File: src/rtl/fpu_mul_arb.sv
// Round-robin front end for one shared, fully pipelined fpu_mul.
// Up to N requesters hand over operand pairs with a valid/grant handshake.
// At most one pair is issued per cycle. A tag pipe carries each requester ID
// alongside the multiplier, so each result is steered back to the requester
// that issued it.
module fpu_mul_arb #(
    parameter int unsigned N   = 4,
    parameter int unsigned LAT = 3,
    parameter int unsigned IDW = 2
) (
    input  logic              CLK,
    input  logic              RESET_N,
    input  logic [N-1:0]      REQ,
    input  logic [N*32-1:0]   REQ_A,
    input  logic [N*32-1:0]   REQ_B,
    output logic [N-1:0]      GNT,
    output logic [N-1:0]      RSP_VALID,
    output logic [31:0]       RSP_Z,
    output logic              MUL_EN,
    output logic [31:0]       MUL_A,
    output logic [31:0]       MUL_B,
    input  logic [31:0]       MUL_Z,
    output logic              BUSY,
    output logic [IDW+1:0]    INFLIGHT
);

    // Stage 0 lines up with the MUL_A/MUL_B register. The remaining LAT stages
    // track the multiplier, so the last stage coincides with a valid MUL_Z.
    localparam int unsigned Depth = LAT + 1;

    logic [IDW-1:0]   rr_ptr_q;
    logic             mul_en_q;
    logic [31:0]      mul_a_q, mul_b_q;
    logic [Depth-1:0] tag_vld_q;
    logic [IDW-1:0]   tag_id_q [Depth];
    logic [IDW+1:0]   inflight_q, inflight_d;

    logic [IDW-1:0]   gnt_id;
    logic             found;
    logic [31:0]      scan_idx;
    logic             xfer;

    // Rotating priority scan starting just after the last granted requester.
    always_comb begin
        gnt_id   = '0;
        found    = 1'b0;
        scan_idx = '0;
        for (int unsigned k = 1; k <= N; k++) begin
            scan_idx = (32'(rr_ptr_q) + k) % N;
            if (!found && REQ[scan_idx[IDW-1:0]]) begin
                found  = 1'b1;
                gnt_id = scan_idx[IDW-1:0];
            end
        end
    end

    // Grant is held off during reset and in the first cycle after reset.
    // That cycle is marked by mul_en_q still being low.
    always_comb begin
        GNT = '0;
        if (RESET_N && mul_en_q && found) begin
            GNT[gnt_id] = 1'b1;
        end
    end

    assign xfer = |GNT;

    // In-flight counter: a transfer and a retirement in the same cycle cancel.
    always_comb begin
        inflight_d = inflight_q;
        case ({xfer, tag_vld_q[Depth-1]})
            2'b10:   inflight_d = inflight_q + 1'b1;
            2'b01:   inflight_d = inflight_q - 1'b1;
            default: inflight_d = inflight_q;
        endcase
    end

    // Control state, operand registers and tag valid pipe.
    always_ff @(posedge CLK) begin
        if (!RESET_N) begin
            rr_ptr_q   <= IDW'(N - 1);
            mul_en_q   <= 1'b0;
            mul_a_q    <= '0;
            mul_b_q    <= '0;
            tag_vld_q  <= '0;
            inflight_q <= '0;
        end else begin
            mul_en_q   <= 1'b1;
            tag_vld_q  <= {tag_vld_q[Depth-2:0], xfer};
            inflight_q <= inflight_d;
            if (xfer) begin
                rr_ptr_q <= gnt_id;
                mul_a_q  <= REQ_A[32'(gnt_id)*32 +: 32];
                mul_b_q  <= REQ_B[32'(gnt_id)*32 +: 32];
            end
        end
    end

    // Tag IDs carry no reset: they only matter where the matching valid bit is set.
    always_ff @(posedge CLK) begin
        tag_id_q[0] <= gnt_id;
        for (int unsigned i = 1; i < Depth; i++) begin
            tag_id_q[i] <= tag_id_q[i-1];
        end
    end

    // Steer the multiplier result to the requester that issued it.
    always_comb begin
        RSP_VALID = '0;
        if (RESET_N && tag_vld_q[Depth-1]) begin
            RSP_VALID[tag_id_q[Depth-1]] = 1'b1;
        end
    end

    assign RSP_Z    = MUL_Z;
    assign MUL_EN   = mul_en_q;
    assign MUL_A    = mul_a_q;
    assign MUL_B    = mul_b_q;
    assign INFLIGHT = inflight_q;
    assign BUSY     = RESET_N && (inflight_q != '0);

endmodule
File: config.mk
export PLATFORM = sky130hd
export DESIGN_NAME = fpu_mul_arb
export DESIGN_NICKNAME = d
export VERILOG_FILES = /design/src/rtl/fpu_mul_arb.sv
export SDC_FILE = /design/constraint.sdc
export NUM_CORES = 1
export LEC_CHECK = 0
export CAP_MARGIN = 10
export CORE_MARGIN = 10
export CORE_UTILIZATION = 25
export CTS_CLUSTER_SIZE = 14
export DETAILED_ROUTE_END_ITERATION = 8
export HOLD_SLACK_MARGIN = 0.15
export MAX_ROUTING_LAYER = met4
export PLACE_DENSITY = 0.66
export SYNTH_ARGS = -nofsm -noshare
export SYNTH_HDL_FRONTEND = slang
export SYNTH_SLANG_ARGS = --single-unit
File: constraint.sdc
create_clock -name CLK -period 6.3 [get_ports CLK]
set_input_delay 1.26 -clock CLK [delete_from_list [all_inputs] [get_ports CLK]]
set_output_delay 1.26 -clock CLK [all_outputs]
set_load 0.005 [all_outputs]
==> flow_metrics.env, run 1 <==
export IMPL_syn_instance_count=469
export IMPL_ys_ff_latch=83
export IMPL_yosysTopAreaCell="dfxtp_1"
export IMPL_cts_tree="yes"
export IMPL_cts_sinks=83
export IMPL_numCtsBuffers=9
export IMPL_fin_nets=1056
export IMPL_hold_path_class="flip-flop to flip-flop"
export IMPL_avgSynthCellArea_sq_um=9.99
export IMPL_setup_viol=0
export IMPL_slew_headroom=0.309
export IMPL_grt_pass1_wl_mm=28.5
export IMPL_synthMuxAreaShare=0.273
export IMPL_routedWlPerCell_microns=19.4
export IMPL_tns_ns=0
export IMPL_skew_ns=0.0117
export IMPL_post_route_period_util=0.717
export IMPL_num_rows=50
export IMPL_grtUsageTotal=0.153
export IMPL_first_pass_iters=4
export IMPL_core_area_sq_mm=0.0186
export IMPL_p_per_area_mw_per_mm2=207
export IMPL_cellLeakagePower_nw=3.35
export IMPL_status="finished, final reports clean"
export IMPL_place_port_buffers=339
export IMPL_clk_latency_ns=0.34
export IMPL_postCtsHoldBufs=0
export IMPL_worstSetupPathType="input port to output port"
export IMPL_arrival_ns=3.26
export IMPL_postLayoutCoreUtil=0.440
export IMPL_dpl_cell_area_sq_mm=0.00788
export IMPL_dieArea_sq_mm=0.0246
export IMPL_syn_nets=767
export IMPL_die_w_microns=157
export IMPL_antenna_left=0
export IMPL_netlist_top_cells_area="dfxtp_1, mux2i_1, o221ai_1, nand2_1, buf_4"
export IMPL_synthAdderAreaFrac=0.0123
export IMPL_worst_pin_slew_ns=1.04
export IMPL_clk_pin_slew_ns=0.06
export IMPL_end_kind="output port"
export IMPL_post_route_min_period_ns=4.52
export IMPL_grt_pass1_vias=4973
export IMPL_cts_repair_resized=0
export IMPL_worstPathRequired_ns=5.04
export IMPL_ir_drop_uv=115
export IMPL_synth_compound_area_frac=0.144
export IMPL_drc=0
export IMPL_hold_viol_final=0
export IMPL_worstPathMaxFanout=5
export IMPL_via_count=4605
export IMPL_synth_xor_area_frac=0.00561
export IMPL_ys_seq_area_frac=0.355
export IMPL_yosysUniqueCellTypes=30
export IMPL_synth_simple_area_share=0.0833
export IMPL_grt_overflow=0
export IMPL_synth_top_family_by_area="multiplexers"
export IMPL_place_congestion=0.810
export IMPL_syn2layout_area_growth_pct=74.5
export IMPL_initial_core_util=0.252
export IMPL_n_antenna_cell=0
export IMPL_slew_viol_final=0
export IMPL_maxCapViolations=0
export IMPL_postCtsSetupBuffers=0
export IMPL_power_mw=1.69
export IMPL_layout_common_cells="clkdlybuf4s50_1, mux2i_1, dfxtp_1, nand2_1, o221ai_1"
export IMPL_wl_mm=19.4
export IMPL_cp_start_kind="input port"
export IMPL_initialDrtViolationCount=153
export IMPL_netlist_area_sq_mm=0.00469
export IMPL_final_common_cell="clkdlybuf4s50_1"
export IMPL_rsz0062_at_grt="no"
export IMPL_max_freq_mhz=221
export IMPL_vias_per_cell=4.62
export IMPL_dp_final_hpwl_mm=15.2
export IMPL_root_buffer="clkbuf_16"
export IMPL_layout_drive_gt1_share=0.0419
export IMPL_fin_area_sq_mm=0.00818
export IMPL_cts_max_path_buffers=2
export IMPL_htreeDepth=3
export IMPL_die_y_microns=157
export IMPL_io_pin_count=404
export IMPL_yosys_warnings=0
export IMPL_antenna_found_initial=0
export IMPL_grt_max_degree=65
export IMPL_netlist_area_leader_share=0.355
## cells in the mapped netlist
library cell  instances
nand2b_1              3
buf_12                8
a211oi_2              1
buf_4                34
or3_1                 1
nand3_1               1
xnor2_1               1
nor4_1                1
buf_8                 1
ha_1                  3
buf_2                15
o21ai_0               2
clkbuf_4              5
fa_1                  1
o41ai_4               1
clkbuf_1              4
nor2_1               13
mux2i_1             128
xor2_1                2
nand2_1              69
dfxtp_1              83
inv_1                 6
nor3_1                3
a21oi_1               5
nor2_2                2
inv_2                 4
o221ai_1             65
a21o_1                1
o211ai_1              3
and2_1                3
## path summary, 6_finish.rpt
kind                            slack [ns]  cells after the start            from              to
worst max-delay path                  1.78                      7          REQ[3]          GNT[2]
worst min-delay path                  0.33                      0  tag_id_q[2][1]  tag_id_q[3][1]
worst max register to register        3.40                      7     rr_ptr_q[0]        MUL_A[1]
worst min register to register        0.33                      0  tag_id_q[2][1]  tag_id_q[3][1]
## logic make-up after synthesis
group,count (synthesis)
AND/OR/NAND/NOR,96
adder cells (fa/ha/maj),4
buffers and inverters,77
flip-flops,83
AO/OA/AOI/OAI,78
XOR/XNOR,3
multiplexers,128
## critical path, cell delays in order
cell             delay, ns
clkdlybuf4s50_1       0.53
nand2b_1              0.15
o21ai_0               0.16
a211oi_4              0.43
inv_2                 0.08
nor2_1                0.12
clkdlybuf4s50_1       0.52
## through the flow
step	cells	hold slack, ns	setup WS [ns]
finish	997	0.327	1.78
global route	997	0.334	1.71
CTS	997	0.328	1.78
detailed placement	981	0.312	1.81
global placement	981	0.310	1.84
floorplan	469	0.310	2.78
## final cells by class
type / instances / area (sq um)
Fill cell: 1798 / 10400
Clock inverter: 7 / 73.8
Tap cell: 234 / 293
Sequential cell: 83 / 1660
Inverter: 10 / 37.5
Timing Repair Buffer: 345 / 3440
Clock buffer: 9 / 225
Multi-Input combinational cell: 309 / 2450
## where the power goes
| group | switching (mW) | internal (mW) |
|---|---|---|
| Clock | 0.236 | 0.310 |
| Combinational | 0.197 | 0.335 |
| Sequential | 0.0316 | 0.582 |
| Total | 0.464 | 1.23 |
## flip-flops by register name, indices dropped and copies added (netlist names)
name       cells
MUL_B         32
tag_vld_q      4
tag_id_q       8
MUL_EN         1
INFLIGHT       4
MUL_A         32
rr_ptr_q       2
## layer usage
metal,track usage,vias to the layer above,wire [microns]
li1,-,2279,-
met1,0.162,2077,7580
met2,0.252,226,9370
met3,0.0650,23,2090
met4,0.0494,0,320
met5,-,-,0
Note: power is estimated with default switching activity, not from simulation.
==> run 2: changes to the inputs <==
Clock period 6.3 ns to 4.45 ns, I/O delays scaled along.
==> run 2 against run 1 <==
Against the previous run:
- hold slack worse by 0.0084 ns
- first-iteration DRC count grew 0.65%
- die area unchanged
- sequential share of layout area decreased by 0.13 points
- sequential cell count did not move
- clock-buffer cell count stayed put
- register-to-register slack got worse by 1.4 ns
- non-clock buffer count rose by 1
- cell count increased by 0.10%
- combinational power is 42% higher
- utilization increased by 0.28 points
==> flow_metrics.env, run 2 (synthesis results as in run 1) <==
export IMPL_status="finished, final reports clean"
export IMPL_worstPathRequired_ns=3.56
export IMPL_rr_startpoint="rr_ptr_q[0]"
export IMPL_initialDrtViolationCount=154
export IMPL_worst_pin_slew_ns=0.818
export IMPL_rr_worst_depth=6
export IMPL_first_pass_iters=4
export IMPL_grtUsageTotal=0.155
export IMPL_cpPeakStageDelay_ns=0.52
export IMPL_clk_latency_ns=0.35
export IMPL_power_mw=2.46
export IMPL_place_worst_setup_slack_ns=0.618
export IMPL_maxCapViolations=0
export IMPL_syn2layout_area_growth_pct=75.6
export IMPL_p_per_area_mw_per_mm2=299
export IMPL_fin_ws_ns=0.602
export IMPL_cts_tree="yes"
export IMPL_rrSetupSlack_ns=1.99
export IMPL_setup_viol=0
export IMPL_drc=0
export IMPL_post_route_period_util=0.865
export IMPL_fin_nets=1057
export IMPL_grt_pass1_vias=5012
export IMPL_cts_max_path_buffers=2
export IMPL_worstSetupPathType="input port to output port"
export IMPL_initial_core_util=0.252
export IMPL_grt_pass1_wl_mm=28.8
export IMPL_antenna_left=0
export IMPL_cp_start_kind="input port"
export IMPL_crit_path_top_delay_cell="clkdlybuf4s50_1"
export IMPL_hp_start="tag_id_q[2][1]"
export IMPL_grt_max_degree=72
export IMPL_postCtsHoldBufs=0
export IMPL_skew_ns=0.00954
export IMPL_core_area_sq_mm=0.0186
export IMPL_n_antenna_cell=0
export IMPL_cts_sinks=83
export IMPL_routedWlPerCell_microns=19.5
export IMPL_hold_path_class="flip-flop to flip-flop"
export IMPL_place_port_buffers=339
export IMPL_cellLeakagePower_nw=3.37
export IMPL_layout_common_cells="clkdlybuf4s50_1, mux2i_1, dfxtp_1, nand2_1, o221ai_1"
export IMPL_hold_viol_final=0
export IMPL_numCtsBuffers=9
export IMPL_num_rows=50
export IMPL_hold_path_end="tag_id_q[3][1]"
export IMPL_antenna_found_initial=0
export IMPL_reg2reg_to="MUL_A[16]"
export IMPL_dpl_cell_area_sq_mm=0.00790
export IMPL_dp_final_hpwl_mm=15.4
export IMPL_final_common_cell="clkdlybuf4s50_1"
export IMPL_cts_repair_resized=0
export IMPL_post_route_min_period_ns=3.85
export IMPL_arrival_ns=2.96
export IMPL_slew_headroom=0.455
export IMPL_place_congestion=0.792
export IMPL_crit_chain="clkdlybuf4s50_1, nand2b_1, o21ai_0, a211oi_4, inv_2, nor2_1, clkdlybuf4s50_1"
export IMPL_postCtsSetupBuffers=0
export IMPL_fin_area_sq_mm=0.00823
export IMPL_end_kind="output port"
export IMPL_wl_mm=19.5
export IMPL_slew_viol_final=0
export IMPL_rsz0062_at_grt="no"
export IMPL_ir_drop_uv=188
export IMPL_max_freq_mhz=260
export IMPL_worstPathMaxFanout=6
export IMPL_hold_depth=0
export IMPL_clk_pin_slew_ns=0.07
export IMPL_vias_per_cell=4.62
export IMPL_layout_drive_gt1_share=0.0432
export IMPL_tns_ns=0
export IMPL_dieArea_sq_mm=0.0246
export IMPL_via_count=4612
export IMPL_critPathMostFrequentCell="clkdlybuf4s50_1"
export IMPL_htreeDepth=3
export IMPL_root_buffer="clkbuf_16"
export IMPL_die_y_microns=157
export IMPL_io_pin_count=404
export IMPL_grt_overflow=0
export IMPL_die_w_microns=157
## run 2: changes by cell type in the layout (fill, tap and decap cells not counted), sizes merged
cell,change
buf,+1
bufinv,+1
clkinvlp,-1
## run 2: how the worst max path moves through the flow
stage	start	to	slack, ns
6_report	REQ[3]	GNT[2]	0.60
5_1_grt	REQ[3]	GNT[0]	0.46
4_1_cts	REQ[3]	GNT[2]	0.59
3_5_place_dp	REQ[3]	GNT[2]	0.62
3_3_place_gp	REQ[3]	GNT[2]	0.64
2_1_floorplan	REQ[1]	INFLIGHT[3]	1.66
## run 2: area by class of cell
class	instances	area [sq um]
flip-flops and latches	83	1660
fillers	1786	10400
well taps	234	293
inverters	10	37.5
clock buffers	9	225
repair buffers	346	3460
multi-input cells	309	2450
clock inverters	7	106
## run 2: worst max-delay path, delay by kind of cell
kind            cells  cell delay (ns)
compound gates      2             0.67
buf+inv             3             1.12
simple gates        2             0.27
## run 2: stage by stage
step | cells | hold WS, ns | util
3_5_place_dp | 982 | 0.314 | 0.425
4_1_cts | 998 | 0.321 | 0.443
5_1_grt | 998 | 0.325 | 0.443
2_1_floorplan | 469 | 0.310 | -
6_report | 998 | 0.319 | 0.443
3_3_place_gp | 982 | 0.312 | 0.425
## run 2: where the power goes
group / internal, mW / switching [mW]
Combinational: 0.475 / 0.279
Clock: 0.502 / 0.341
Sequential: 0.825 / 0.0430
Total: 1.80 / 0.663
## run 2: routing by layer
layer  wire length [microns]  up-vias  track usage
met3                    2010       22       0.0663
li1                        -     2280            -
met5                       0        -            -
met1                    7540     2091        0.164
met4                     309        0       0.0463
met2                    9580      219        0.258
